$ cat config.mk
export PLATFORM = sky130hd
export DESIGN_NAME = add_sequencer
export DESIGN_NICKNAME = d
export VERILOG_FILES = /design/src/rtl/add_sequencer.sv
export SDC_FILE = /design/constraint.sdc
export NUM_CORES = 1
export LEC_CHECK = 0
export ABC_CLOCK_PERIOD_IN_PS = 4000
export CAP_MARGIN = 25
export CORE_ASPECT_RATIO = 0.75
export CORE_MARGIN = 1
export CORE_UTILIZATION = 40
export CTS_CLUSTER_DIAMETER = 50
export DETAILED_ROUTE_END_ITERATION = 6
export PLACE_DENSITY = 0.76
export SYNTH_ARGS = -nofsm -noshare
export SYNTH_HDL_FRONTEND = slang
export SYNTH_SLANG_ARGS = --single-unit
$ cat constraint.sdc
create_clock -name clk -period 4 [get_ports clk]
set_input_delay 0.8 -clock clk [delete_from_list [all_inputs] [get_ports clk]]
set_output_delay 0.8 -clock clk [all_outputs]
set_load 0.01 [all_outputs]
$ cat src/rtl/add_sequencer.sv
// Byte-serial adder: one 8-bit add per call, combinational, zero latency.
// Signed overflow is flagged on the o port.
// No flow control; every input change is evaluated immediately.
module adder8bit (
    input  logic [7:0] a,
    input  logic [7:0] b,
    input  logic       cin,
    output logic [7:0] s,
    output logic       cout,
    output logic       o
);

    assign {cout, s} = {1'b0, a} + {1'b0, b} + {8'b0, cin};
    assign o         = (a[7] == b[7]) & (s[7] != a[7]);

endmodule

// Multi-precision add/sub that walks one shared adder8bit LSB byte first.
// Latency NBYTES edges from accept to done; one op per NBYTES+2 cycles.
// start is honoured only while ready; requests in RUN/DONE are dropped.
module add_sequencer #(
    parameter int NBYTES = 4
) (
    input  logic                  clk,
    input  logic                  rst_n,
    input  logic                  start,
    input  logic                  op_sub,
    input  logic [8*NBYTES-1:0]   a,
    input  logic [8*NBYTES-1:0]   b,
    output logic                  ready,
    output logic                  busy,
    output logic                  done,
    output logic [8*NBYTES-1:0]   result,
    output logic                  cout,
    output logic                  ovf
);

    localparam int W    = 8 * NBYTES;
    localparam int IDXW = (NBYTES > 1) ? $clog2(NBYTES) : 1;
    localparam logic [IDXW-1:0] LAST_IDX = IDXW'(NBYTES - 1);

    typedef enum logic [1:0] {
        IDLE = 2'd0,
        RUN  = 2'd1,
        DONE = 2'd2
    } state_t;

    state_t          state;
    state_t          state_nxt;
    logic            accept;
    logic            last_byte;
    logic [W-1:0]    a_lat;
    logic [W-1:0]    b_lat;
    logic            carry;
    logic [IDXW-1:0] idx;
    logic [7:0]      add_a;
    logic [7:0]      add_b;
    logic [7:0]      add_s;
    logic            add_cout;
    logic            add_o_unused;

    assign last_byte = (idx == LAST_IDX);

    always_ff @(posedge clk or negedge rst_n) begin
        if (!rst_n) begin
            state <= IDLE;
        end else begin
            state <= state_nxt;
        end
    end

    always_comb begin
        state_nxt = state;
        ready     = 1'b0;
        busy      = 1'b0;
        done      = 1'b0;
        accept    = 1'b0;
        case (state)
            IDLE: begin
                ready = 1'b1;
                if (start) begin
                    accept    = 1'b1;
                    state_nxt = RUN;
                end
            end
            RUN: begin
                busy = 1'b1;
                if (last_byte) begin
                    state_nxt = DONE;
                end
            end
            DONE: begin
                done      = 1'b1;
                state_nxt = IDLE;
            end
            default: state_nxt = IDLE;
        endcase
    end

    // Constant-index byte mux keeps every select in range for any NBYTES.
    always_comb begin
        add_a = '0;
        add_b = '0;
        for (int k = 0; k < NBYTES; k++) begin
            if (idx == IDXW'(k)) begin
                add_a = a_lat[8*k +: 8];
                add_b = b_lat[8*k +: 8];
            end
        end
    end

    adder8bit u_adder (
        .a    (add_a),
        .b    (add_b),
        .cin  (carry),
        .s    (add_s),
        .cout (add_cout),
        .o    (add_o_unused)
    );

    // Subtract is a + ~b + 1: b is inverted at latch time and the +1 rides in on the carry.
    always_ff @(posedge clk or negedge rst_n) begin
        if (!rst_n) begin
            a_lat  <= '0;
            b_lat  <= '0;
            carry  <= 1'b0;
            idx    <= '0;
            result <= '0;
            cout   <= 1'b0;
            ovf    <= 1'b0;
        end else if (accept) begin
            a_lat  <= a;
            b_lat  <= op_sub ? ~b : b;
            carry  <= op_sub;
            idx    <= '0;
            result <= '0;
            cout   <= 1'b0;
            ovf    <= 1'b0;
        end else if (state == RUN) begin
            for (int k = 0; k < NBYTES; k++) begin
                if (idx == IDXW'(k)) begin
                    result[8*k +: 8] <= add_s;
                end
            end
            carry <= add_cout;
            idx   <= idx + IDXW'(1);
            if (last_byte) begin
                cout <= add_cout;
                ovf  <= (a_lat[W-1] == b_lat[W-1]) & (add_s[7] != a_lat[W-1]);
            end
        end
    end

endmodule
==> impl_metrics.py <==
metrics = {
    "synthesis": {
        "seq_area_frac_synth_pct": 50.6,
        "syn_area_per_cell_sq_um": 8.96,
        "dominantRegCellSynth": "dfrtp_1",
        "ys_warn_count": 0,
        "ys_ff_latch": 103,
        "synth_nets": 650,
        "syn-cell-area_sq_um": 5100,
        "synth-edff-count": 0,
        "synth.distinct_cells": 42,
        "async_flop_share_pct": 100,
        "netlist_instances": 569,
    },
    "timing": {
        "max_clock_freq_mhz": 286,
        "final-hold-violation-count": 0,
        "clock_skew_ns": 0.00760,
        "rsz0062_at_grt": "no",
        "tns_ns": 0,
        "worstMarginPinSlew_ns": 0.890,
        "slew_headroom_pct": 40.7,
        "slew_viol_final": 0,
        "finalWorstSetupSlack_ns": 0.506,
        "setup_viol": 0,
        "fin_crit_sh_pct": 87.4,
        "period_minus_slack_ns": 3.49,
    },
    "global_route": {
        "grt_pass1_vias": 4202,
        "grt_max_degree": 86,
        "grt-ovfl-total": 0,
        "grt_usage_pct": 19.9,
        "grt_pass1_wl_microns": 20700,
        "antenna_found_initial": 0,
    },
    "finish": {
        "fin_nets": 739,
        "fin_area_sq_um": 6550,
        "antenna_cells": 0,
        "drive_gt1_share_pct": 7.42,
        "syn_to_final_growth_pct": 28.4,
    },
    "route": {
        "firstDrtPassIters": 5,
        "route.detailed.drc": 0,
        "wl_per_cell_microns": 14.9,
        "wl_microns": 12300,
        "vias_per_cell": 5.01,
        "vias": 4139,
        "ant_nets": 0,
        "first_iter_violations": 237,
    },
    "worst_setup_path": {
        "critPathKind": "reg2reg",
        "crit_path_end_kind": "register",
        "cp_max_fo": 15,
        "cp.required_ns": 4.25,
        "timing.rr.start": "idx[0]",
        "reg2reg_slack_ns": 0.51,
        "reg2regPathDepth": 15,
        "arrival_ns": 3.75,
        "reg2reg_to": "result[22]",
        "start_kind": "register",
    },
    "clocking": {
        "numCtsBuffers": 9,
        "clkLatencyLatePin_ns": 0.34,
        "tritoncts": "done",
        "post_cts_buffers": 0,
        "clock-sinks": 103,
        "ctsHoldBuffers": 0,
        "clockRootBuffer": "clkbuf_16",
        "htree_levels": 3,
        "cts_buffer_depth": 2,
        "clkSlewWorstSetupHoldPaths_ns": 0.07,
        "ctsResizeCount": 0,
    },
    "die": {
        "start_util_pct": 41.3,
        "fp-row-count": 35,
        "chipHeight_microns": 99.8,
        "die-area_sq_um": 13200,
        "ios": 105,
        "die_width_microns": 132,
        "coreArea_sq_um": 12300,
    },
    "place": {
        "placed_cell_area_sq_um": 6260,
        "dpl.hpwl_microns": 9080,
        "gp_congestion": 0.890,
        "pre_cts_ws_ns": 0.360,
        "portBuffers": 104,
    },
    "min_path": {
        "holdCritPathClass": "in2async",
    },
    "power": {
        "vdd_drop_max_v": 0.000390,
        "p_leak_nw": 2.88,
        "power.density_nw_per_um2": 844,
    },
    "run_status": {
        "outcome": "completed",
    },
    "run": {
        "drv_cap": 0,
    },
}
-- metrics by stage --
| step | total power, mW | hold slack [ns] | cells | utilization, % |
|---|---|---|---|---|
| global route | 5.97 | 0.391 | 826 | 53.0 |
| CTS | 5.52 | 0.481 | 825 | 52.8 |
| global placement | 4.60 | 0.463 | 812 | 50.7 |
| finish | 5.52 | 0.377 | 826 | 53.0 |
| detailed placement | 4.72 | 0.465 | 812 | 50.7 |
| floorplan | 3.71 | 0.446 | 569 | - |
-- layout by cell type (no fill, tap or decap), types with 2 or more instances in the layout --
cell	n
nor3_1	6
clkbuf_16	9
a211oi_1	3
clkdlybuf4s50_1	102
a311oi_1	3
and3_1	2
nor2_1	16
nand2_2	2
nand2_1	179
ha_1	10
o31ai_1	2
buf_4	10
a21oi_2	3
nand3_1	4
fa_1	2
xnor2_1	35
nor2b_1	2
dfrtp_1	103
a21oi_1	50
mux2_2	11
o21ai_0	58
o21a_1	2
inv_1	5
clkinv_2	2
nand3b_1	16
-- critical path, cell delays in order, from the launching register on --
cell,delay (ns)
dfrtp_1,0.43
inv_1,0.11
ha_1,0.32
buf_4,0.26
a21oi_1,0.06
a21oi_1,0.12
nor2_1,0.05
a21oi_1,0.20
fa_1,0.23
inv_1,0.06
fa_1,0.42
a21o_2,0.22
a221oi_1,0.41
xnor2_1,0.17
nand2_1,0.11
o21ai_0,0.23
-- sequential cells by signal (all words and copies together), names as in the netlist --
name,cells
result,32
ovf,1
carry,1
b_lat,32
idx,2
cout,1
a_lat,32
state,2
-- power by group --
part | leakage [nW] | internal (mW) | switching, mW | total, mW
Clock | 0.127 | 0.426 | 0.354 | 0.781
Sequential | 1.30 | 1.52 | 0.291 | 1.81
Combinational | 1.45 | 1.23 | 1.70 | 2.93
Total | 2.88 | 3.18 | 2.35 | 5.52
-- worst max-delay path by stage --
stage,startpoint,endpoint,depth (start not counted)
after floorplan,idx[1],ovf,14
after global placement,idx[0],result[6],15
after detailed placement,idx[0],ovf,12
after CTS,idx[0],ovf,12
after global routing,idx[0],result[22],15
final,idx[0],result[22],15
-- cells by family (layout without fill, tap and decap cells) --
| family | Yosys count | in the layout | synth area share [%] |
|---|---|---|---|
| AOI/OAI and AO/OA | 132 | 132 | 14.9 |
| xor gates and xnor gates | 35 | 35 | 6.01 |
| adders and majority gates | 13 | 13 | 3.48 |
| buffers and inverters | 43 | 134 | 3.44 |
| DFF | 103 | 103 | 50.6 |
| muxes | 11 | 11 | 2.43 |
| and+or+nand+nor | 232 | 232 | 19.2 |
-- cell usage after synthesis, types with 3 or more instances --
| cell type | n | area [sq um] |
|---|---|---|
| nand2_1 | 180 | 676 |
| dfrtp_1 | 103 | 2580 |
| o21ai_0 | 58 | 290 |
| a21oi_1 | 50 | 250 |
| xnor2_1 | 35 | 307 |
| clkbuf_1 | 27 | 101 |
| nand3b_1 | 16 | 120 |
| nor2_1 | 16 | 60.1 |
| ha_1 | 11 | 138 |
| mux2_2 | 11 | 124 |
| buf_2 | 8 | 40.0 |
| nor3_1 | 6 | 30.0 |
| inv_1 | 5 | 18.8 |
| nand3_1 | 4 | 20.0 |
| a211oi_1 | 3 | 22.5 |
| a21oi_2 | 3 | 26.3 |
| a311oi_1 | 3 | 26.3 |
-- metal layers --
metal | global-route usage [%] | wire length (microns) | share of wire, %
met5 | 0 | 0 | 0
met3 | 4.29 | 745 | 6.0
met1 | 28.3 | 6050 | 49
met2 | 31.3 | 5400 | 44
met4 | 4.77 | 147 | 1.2
-- cell type report --
class                      instances  area (sq um)
sequential                       103          2580
tap                              166           208
inverter                           7          26.3
timing repair buffer             114          1130
clock buffer                      11           243
multi-input combinational        423          2350
clock inverter                     2          10.0
fill                            1116          5800
(Power assumes the default switching activity.)
